`src/rtl/hazard_pkg.sv`:
```
// rtl/hazard_pkg.sv - shared types and constants for the hazard unit
// Contents: forwarding select encoding, load result-source code, MD FSM states.
package hazard_pkg;

  typedef enum logic [1:0] {
    FWD_RF = 2'b00,
    FWD_W  = 2'b01,
    FWD_M  = 2'b10
  } fwd_sel_t;

  localparam logic [1:0] RESULT_LOAD = 2'b01;

  typedef enum logic {
    MD_IDLE = 1'b0,
    MD_BUSY = 1'b1
  } md_state_t;

endpackage

```
`src/rtl/hazard_scoreboard.sv`:
```
// rtl/hazard_scoreboard.sv - per-register pending-write scoreboard for the MD unit
// Ports:
//   clk, rst              clock, asynchronous active-high reset
//   clr_en, clr_rd        MD completion clears busy[clr_rd] (also bypassed to reads)
//   set_en, set_rd        MD issue marks busy[set_rd] (x0 never marked)
//   rs1, rs2, rd          read addresses
//   busy_rs1/rs2/rd       effective busy bits for the read addresses
module hazard_scoreboard #(
  parameter int NREGS = 32,
  localparam int AW = $clog2(NREGS)
) (
  input  logic          clk,
  input  logic          rst,
  input  logic          clr_en,
  input  logic [AW-1:0] clr_rd,
  input  logic          set_en,
  input  logic [AW-1:0] set_rd,
  input  logic [AW-1:0] rs1,
  input  logic [AW-1:0] rs2,
  input  logic [AW-1:0] rd,
  output logic          busy_rs1,
  output logic          busy_rs2,
  output logic          busy_rd
);

  logic [NREGS-1:0] busy;
  logic [NREGS-1:0] eff_busy;
  logic [NREGS-1:0] busy_nxt;

  // The register file is write-first, so a completing MD result is already
  // readable in its done cycle; the clear is visible to readers immediately.
  always_comb begin
    eff_busy = busy;
    if (clr_en) eff_busy[clr_rd] = 1'b0;
  end

  // Clear then set: a back-to-back issue to the same register keeps it busy.
  always_comb begin
    busy_nxt = eff_busy;
    if (set_en && set_rd != '0) busy_nxt[set_rd] = 1'b1;
    busy_nxt[0] = 1'b0;
  end

  always_ff @(posedge clk or posedge rst) begin
    if (rst) busy <= '0;
    else     busy <= busy_nxt;
  end

  assign busy_rs1 = eff_busy[rs1];
  assign busy_rs2 = eff_busy[rs2];
  assign busy_rd  = eff_busy[rd];

endmodule

```
`src/rtl/hazard_scoreboard_unit.sv`:
```
// rtl/hazard_scoreboard_unit.sv - 5-stage pipeline hazard unit with MD scoreboard
// Ports:
//   decode  : rs1_d rs2_d rd_d uses_rs1_d uses_rs2_d reg_write_d md_d
//   execute : rs1_x rs2_x rd_x result_src_x pc_src_x md_issue_x
//   memory  : rd_m rs2_m reg_write_m mem_write_m
//   wb      : rd_w reg_write_w
//   MD unit : md_done md_rd
//   perf    : perf_clr (sync clear), stall_cycles, flush_count (saturating)
//   control : stall_f stall_d flush_d flush_x forward_a_x forward_b_x
//             forward_store_m md_busy
module hazard_scoreboard_unit
  import hazard_pkg::*;
#(
  parameter int NREGS = 32,
  parameter int CNT_W = 32,
  localparam int AW = $clog2(NREGS)
) (
  input  logic             clk,
  input  logic             rst,
  input  logic [AW-1:0]    rs1_d,
  input  logic [AW-1:0]    rs2_d,
  input  logic [AW-1:0]    rd_d,
  input  logic             uses_rs1_d,
  input  logic             uses_rs2_d,
  input  logic             reg_write_d,
  input  logic             md_d,
  input  logic [AW-1:0]    rs1_x,
  input  logic [AW-1:0]    rs2_x,
  input  logic [AW-1:0]    rd_x,
  input  logic [1:0]       result_src_x,
  input  logic             pc_src_x,
  input  logic             md_issue_x,
  input  logic [AW-1:0]    rd_m,
  input  logic [AW-1:0]    rs2_m,
  input  logic             reg_write_m,
  input  logic             mem_write_m,
  input  logic [AW-1:0]    rd_w,
  input  logic             reg_write_w,
  input  logic             md_done,
  input  logic [AW-1:0]    md_rd,
  input  logic             perf_clr,
  output logic             stall_f,
  output logic             stall_d,
  output logic             flush_d,
  output logic             flush_x,
  output logic [1:0]       forward_a_x,
  output logic [1:0]       forward_b_x,
  output logic             forward_store_m,
  output logic             md_busy,
  output logic [CNT_W-1:0] stall_cycles,
  output logic [CNT_W-1:0] flush_count
);

  md_state_t state, state_nxt;
  logic      md_busy_int;
  logic      sb_rs1, sb_rs2, sb_rd;
  logic      load_stall, sb_stall, hazard, stall_int;

  hazard_scoreboard #(.NREGS(NREGS)) u_scoreboard (
    .clk      (clk),
    .rst      (rst),
    .clr_en   (md_done),
    .clr_rd   (md_rd),
    .set_en   (md_issue_x),
    .set_rd   (rd_x),
    .rs1      (rs1_d),
    .rs2      (rs2_d),
    .rd       (rd_d),
    .busy_rs1 (sb_rs1),
    .busy_rs2 (sb_rs2),
    .busy_rd  (sb_rd)
  );

  // M is younger than W, so it wins when both write the same register.
  function automatic fwd_sel_t fwd_sel(input logic [AW-1:0] rs,
                                       input logic [AW-1:0] dm, input logic wm,
                                       input logic [AW-1:0] dw, input logic ww);
    if (rs != '0 && wm && rs == dm)      return FWD_M;
    else if (rs != '0 && ww && rs == dw) return FWD_W;
    else                                 return FWD_RF;
  endfunction

  assign load_stall = (result_src_x == RESULT_LOAD) && (rd_x != '0) &&
                      ((uses_rs1_d && rs1_d == rd_x) || (uses_rs2_d && rs2_d == rd_x));

  // The rd term is the WAW guard; the md_d term holds a second MD op until
  // the unit frees up (a done cycle frees it for a same-cycle reissue).
  assign sb_stall = (uses_rs1_d && sb_rs1) || (uses_rs2_d && sb_rs2) ||
                    (reg_write_d && sb_rd) || (md_d && md_busy_int && !md_done);

  assign hazard    = load_stall || sb_stall;
  // A redirect means the D instruction is wrong-path; flushing beats stalling.
  assign stall_int = hazard && !pc_src_x;

  assign stall_f         = !rst && stall_int;
  assign stall_d         = !rst && stall_int;
  assign flush_d         = !rst && pc_src_x;
  assign flush_x         = !rst && (hazard || pc_src_x);
  assign forward_a_x     = rst ? 2'b00 : fwd_sel(rs1_x, rd_m, reg_write_m, rd_w, reg_write_w);
  assign forward_b_x     = rst ? 2'b00 : fwd_sel(rs2_x, rd_m, reg_write_m, rd_w, reg_write_w);
  assign forward_store_m = !rst && mem_write_m && reg_write_w && rd_w != '0 && rs2_m == rd_w;

  always_ff @(posedge clk or posedge rst) begin
    if (rst) state <= MD_IDLE;
    else     state <= state_nxt;
  end

  // A done in IDLE is ignored; an issue while BUSY without done cannot
  // happen legally and simply leaves the FSM BUSY.
  always_comb begin
    state_nxt = state;
    case (state)
      MD_IDLE: if (md_issue_x)             state_nxt = MD_BUSY;
      MD_BUSY: if (md_done && !md_issue_x) state_nxt = MD_IDLE;
      default:                             state_nxt = MD_IDLE;
    endcase
  end

  always_comb begin
    md_busy_int = (state == MD_BUSY);
  end

  assign md_busy = !rst && md_busy_int;

  always_ff @(posedge clk or posedge rst) begin
    if (rst) begin
      stall_cycles <= '0;
      flush_count  <= '0;
    end else if (perf_clr) begin
      stall_cycles <= '0;
      flush_count  <= '0;
    end else begin
      if (stall_int && stall_cycles != '1) stall_cycles <= stall_cycles + CNT_W'(1);
      if (pc_src_x && flush_count != '1)   flush_count  <= flush_count + CNT_W'(1);
    end
  end

endmodule

```
`config.mk`:
```
export PLATFORM = sky130hd
export DESIGN_NAME = hazard_scoreboard_unit
export DESIGN_NICKNAME = d
export VERILOG_FILES = /design/src/rtl/hazard_pkg.sv /design/src/rtl/hazard_scoreboard.sv /design/src/rtl/hazard_scoreboard_unit.sv
export SDC_FILE = /design/constraint.sdc
export NUM_CORES = 1
export LEC_CHECK = 0
export ABC_AREA = 1
export CAP_MARGIN = 20
export CORE_MARGIN = 5
export CORE_UTILIZATION = 35
export DETAILED_ROUTE_END_ITERATION = 10
export PLACE_DENSITY = 0.67
export SYNTH_ARGS = -nofsm -noshare
export SYNTH_HDL_FRONTEND = slang
export SYNTH_SLANG_ARGS = --single-unit
```
`constraint.sdc`:
```
create_clock -name clk -period 4.29 [get_ports clk]
set_input_delay 0.6435 -clock clk [delete_from_list [all_inputs] [get_ports clk]]
set_output_delay 0.6435 -clock clk [all_outputs]
set_load 0.005 [all_outputs]
```
======== After elaboration in Yosys (flattened, before gate mapping) ========
Cells that the tools add are included.
Widths: inputs -> output; s select.
word-level totals
  register bits after elaboration ......... 96
  input bits .............................. 65
  output and inout port bits .............. 74
  logic and storage cells ................. 100
cells by class
  add/sub/neg operators ................... 2
  order comparisons ....................... 7
  equality and inequality tests ........... 10
  muxes and demuxes ....................... 25
  bitwise logic cells ..................... 4
  reduce and logical (&&, ||, !) cells .... 48
operators with widths
  kind                   number
  $mux 32                6
  $add 32x1->32 const B  2
  $ne 32x32->1 const B   2
  $eq 5x5->1             7
  $and 32x32->32         1
  $logic_and 1x1->1      32
  $not 32->32            1
  $or 32x32->32          1
  $lt 5x6->1 const B     5
  $reduce_bool 5->1      4
  $bmux 1 s5             3
  $demux 1 s5            2
  $ge 5x1->1 const B     2
  $mux 1                 9
  $mux 2                 4
  $logic_or 1x1->1       6
  $logic_not 1->1        4
  $reduce_bool 2->1      2
  $eq 2x1->1 const B     1
  $pmux 1 s2             1
  $not 1->1              1

======== Logic depth before layout (Yosys ltp) ========
  word-level depth ........................ 18
  gate-level depth with buffers ........... 17
  mapped depth without buffers ............ 16

======== By module ========
From an unflattened synthesis, not the netlist that was laid out.
second synthesis, totals
  cell total of the unflattened synthesis .. 1282
  area total of the unflattened synthesis .. 7808.7 sq um
modules (own cells, without submodules)
  module                  instances  cells an instance  area an instance (sq um)
  hazard_scoreboard_unit  1          875                5407.7
  hazard_scoreboard       1          407                2401.1

======== Worst setup path after synthesis ========
Ideal clock, no wire load.
  path kind ............................... input-to-output
  start point ............................. input rst
  end point ............................... output forward_a_x[0]
  data arrival time ....................... 3.463 ns
  setup slack ............................. 0.183 ns
  stages on the path ...................... 5
  path through ............................ inv_1 -> nand2_1 -> a2111oi_0 -> nand2_1 -> nor2_1
on the way
  cells in the longest elaborated chain, start to end .. 1
ends and longest elaborated chain
  item         line                          text
  from (decl)  hazard_scoreboard_unit.sv:19  input logic rst,
  $mux 2       hazard_scoreboard_unit.sv:99  assign forward_a_x = rst ? 2'b00 : fwd_sel(rs1_x, rd_m, reg_write_m, rd_w, reg_write_w);
  to (decl)    hazard_scoreboard_unit.sv:46  output logic [1:0] forward_a_x,
Every way passes these cells.

======== Worst setup path in the final report ========
  start point ............................. input md_rd[1]
  end point ............................... output stall_d
on the way
  cells in the longest elaborated chain, start to end .. 16
  elaborated cells on any way between the ends .. 23
  classes of those cells .................. order compare: 2; mux: 9; bitwise: 2; reduce/logical: 10
ends and longest elaborated chain
  item                                                                   line                                              text
  from (decl)                                                            hazard_scoreboard_unit.sv:40                      input logic [AW-1:0] md_rd,
  $lt 5x6->1 (not written as such) / $ge 5x1->1 (equally long branches)  hazard_scoreboard.sv:34                           if (clr_en) eff_busy[clr_rd] = 1'b0;
  $logic_and 1x1->1 (not written as such)                                hazard_scoreboard.sv:34
  $mux 1 (not written as such)                                           hazard_scoreboard.sv:34
  $demux 1 s5 (*)                                                        -
  $not 32->32 (no line) (*)                                              -
  $and 32x32->32 (no line) (*)                                           -
  $mux 32 (*)                                                            hazard_scoreboard.sv:34
  $bmux 1 s5, on equally long branches                                   hazard_scoreboard.sv:49, hazard_scoreboard.sv:50
  $mux 1, on equally long branches                                       hazard_scoreboard.sv:49, hazard_scoreboard.sv:50
  $logic_and 1x1->1                                                      hazard_scoreboard_unit.sv:88                      assign sb_stall = (uses_rs1_d && sb_rs1) || (uses_rs2_d && sb_rs2) ||
  $logic_or 1x1->1                                                       hazard_scoreboard_unit.sv:88
  $logic_or 1x1->1 (*)                                                   hazard_scoreboard_unit.sv:88
  $logic_or 1x1->1 (*)                                                   hazard_scoreboard_unit.sv:89                      (reg_write_d && sb_rd) || (md_d && md_busy_int && !md_done);
  $logic_or 1x1->1 (*)                                                   hazard_scoreboard_unit.sv:91                      assign hazard = load_stall || sb_stall;
  $logic_and 1x1->1 (*)                                                  hazard_scoreboard_unit.sv:93                      assign stall_int = hazard && !pc_src_x;
  $logic_and 1x1->1 (*)                                                  hazard_scoreboard_unit.sv:96                      assign stall_d = !rst && stall_int;
  to (decl)                                                              hazard_scoreboard_unit.sv:43                      output logic stall_d,
Every way passes the cells marked *; elsewhere a longest branch is shown, timed or not. The select of a mux whose other input is x is not followed.

==> metrics <==
run status finished clean; routed length per instance between 15 and 20 um; Seq/Total Area, Yosys 33.80%; clk buf depth 2; adder-cell area share of the yosys netlist less than 1%; Synth Instances 1,041; fmax 251.1 MHz; worst-skew pair later-pin latency ~0.35 ns; Design Power between 0.002 and 0.0025 W; Setup TNS 0 ns; GRT overflow 0; Die Span Y about 150 um; Initial Utilization 35.35%; CTS Hold Buffers Added 0; Routed WL 23,940 um; layout cells sized above 1 ~5.4%; Max H-tree Level 3; Post-Synth Simple-Gate Area between 40 and 50%; largest family of logic cells by synthesized area simple AND/OR/NAND/NOR gates; Routed Antenna Nets 0; initial antenna violation count 0; fin nets roughly 1.2k; CTS Buf Count 9; area of the core 0.02010 sq mm; most frequent cells in the layout 222 x nand3_1, 213 x nand2_1, 138 x clkdlybuf4s50_1; MaxCap Viol Count 0; post-DR vias/cell between 5 and 6; LEAKAGE 3.920 nW; synth warn 0; Mapped Avg Cell Area ~7 sq um; CTS tree built; clock share of power about a third; via count 7,894; Least-Margin Pin Slew between 0.9 and 1 ns; Critical Path Fanout Max 9; Max IR drop VDD ~0.00019 V; Final period util between 90 and 100%; Die Wd approximately 150 um; DR top layer met4; Met3 Wirelength approximately 2300 um; Async SR Flop Fraction between 90% and 100%; Post-Syn Area slightly above 0.007 sq mm; EDFF count, synth 0; post_cts resized 0; Tot GR Track Use between 20% and 30%; met2 wire len around 11,000 um; mux share of post-synthesis cell area 0%; syn_nets between 1k and 1.5k; Post-route DRC 0; Post-synth top flop dfrtp_1; clock sinks 96; Iter 0 DRT Violations 651; pwr/cell area between 200 and 300 mW/mm^2; Sw Ratio between 30 and 40%; FF+latch count, synth 96; hold crit path type register to register; post-synth cell types 43; pin count of the biggest net entering global routing between 70 and 80; P_sw approximately 0.0008 W; final setup fails 0; postcts setup bufs 0; ANT cells 0; Startpoint Class input port; root buf cell clkbuf_16; Data required, critical path 3.65 ns; vias in the first global route 7,584; Worst Setup End Kind output pin; Synth Area in Compound Gates 9.824%; Slew Viols, Final 0; global-route wire length before repair between 30,000 and 40,000 um; min Tclk post-route between 3 and 4 ns; I/O Buffers 138; num ports ~140; Max Clock Skew 0.01031 ns; Comb power frac between 20 and 25%; XOR/XNOR share of the synthesized area slightly above 6%; Seq pwr share 43.7%; RSZ-0062 raised after global routing no; 1st-pass router iterations 5; die area between 0.02 and 0.025 sq mm; Crit Path Class input port to output pin; commonest non-fill, non-tap cell in the layout nand3_1; detailed placement HPWL ~18,000 um; Slew headroom 37.58%; CTS clk-pin slew, worst paths roughly 0.08 ns; Hold Vio Cnt, Final 0; GPL Wtd Cong approximately 0.96; M1 WL approximately 11,000 um; Int Pwr around 0.0016 W; Core Rows 52; Critical Path AT ~3.3 ns; area delta synth->final 27.73%
==> stage by stage <==
| step | utilization [%] | hold WS [ns] | cells | instance area, sq um | setup slack (ns) |
|---|---|---|---|---|---|
| floorplan | - | 0.4857 | 1041 | 7107 | 0.1834 |
| global placement | 43.66 | 0.5154 | 1428 | 8778 | 0.3362 |
| detailed placement | 43.66 | 0.5243 | 1428 | 8778 | 0.3125 |
| CTS | 45.15 | 0.5409 | 1444 | 9077 | 0.2920 |
| global route | 45.15 | 0.5676 | 1444 | 9077 | 0.0003226 |
| finish | 45.15 | 0.5437 | 1444 | 9077 | 0.3074 |
==> worst max-delay path, cell delays in order <==
cell             delay [ns]
clkdlybuf4s50_1        0.58
inv_2                  0.08
nand2_1                0.08
nor2_2                 0.03
buf_4                  0.19
a21boi_1               0.19
nand2_1                0.08
nand3_1                0.07
nand3_1                0.10
nand3_1                0.09
nand2_1                0.05
nand2_1                0.05
nand3_1                0.06
nand2_1                0.15
inv_1                  0.07
nand2_2                0.07
nand2_1                0.07
nor2_1                 0.14
clkdlybuf4s50_1        0.53
==> state kept, by name, summed over array words and instances (netlist names) <==
name and cells:
u_scoreboard.busy 31, md_busy_int 1, flush_count 32, stall_cycles 32
==> power by group through the flow <==
stage | combinational [W] | sequential (W) | clock (W)
2_1_floorplan | 0.000332 | 0.00105 | 0
3_3_place_gp | 0.000516 | 0.00107 | 0
3_5_place_dp | 0.000522 | 0.00107 | 0
4_1_cts | 0.000522 | 0.00105 | 0.000853
5_1_grt | 0.000586 | 0.00106 | 0.000887
6_report | 0.000525 | 0.00105 | 0.000832
==> metal layers <==
layer | vias to the layer above | track usage (%)
li1 | 3819 | -
met1 | 3653 | 27.36
met2 | 381 | 32.26
met3 | 41 | 4.771
met4 | 0 | 5.643
met5 | - | 0
==> cell type report <==
class	instances	area [sq um]
Fill cell	2037	11030
Multi-Input combinational cell	792	4086
Sequential cell	96	2402
Timing Repair Buffer	154	1514
Inverter	116	437.9
Tap cell	270	337.8
Clock buffer	9	225.2
Clock inverter	7	73.82
==> cells in the mapped netlist (3+ instances only) <==
cell      number  area, sq um
nor3_1        34        170.2
xor2_1        27        236.5
nand2_1      213        799.5
o21bai_1       7        52.55
nand4_1       49        306.5
dfrtp_1       96         2402
xnor2_1       22        192.7
a221oi_1       3        26.28
o22ai_1        7        43.79
nand2_2        7        43.79
clkbuf_1      13        48.80
o21a_1         4        30.03
buf_6          3        33.78
a21oi_1       33        165.2
nor2_2         5        31.28
buf_2         20        100.1
nor2_4         4        45.04
nand3_2        3        30.03
o21ai_0       49        245.2
nor2_1        61        229.0
inv_1        110        412.9
a21boi_0       3        22.52
nand3_1      222         1111
nor4_1        16        100.1
inv_2          5        18.77
==> final timing paths <==
kind                                              end  slack (ns)  depth (start not counted)            start
worst max-delay path                          stall_d        0.31                         19         md_rd[1]
worst min-delay path                   flush_count[3]        0.54                          1   flush_count[3]
worst max register to register       stall_cycles[24]        1.56                         13  stall_cycles[1]
worst min register to register         flush_count[3]        0.54                          1   flush_count[3]
max in group asynchronous            stall_cycles[22]        2.38                          3              rst
min in group asynchronous       u_scoreboard.busy[26]        0.73                          2              rst
==> kinds of logic (layout without fill, tap and decap cells) <==
family                   count (synthesis)  after routing
flip-flops                              96             96
buffers and inverters                  153            286
AND/OR/NAND/NOR                        622            622
AO/OA/AOI/OAI                          119            119
XOR/XNOR                                49             49
adder cells (fa/ha/maj)                  2              2
Note: power is estimated with default switching activity, not from simulation.
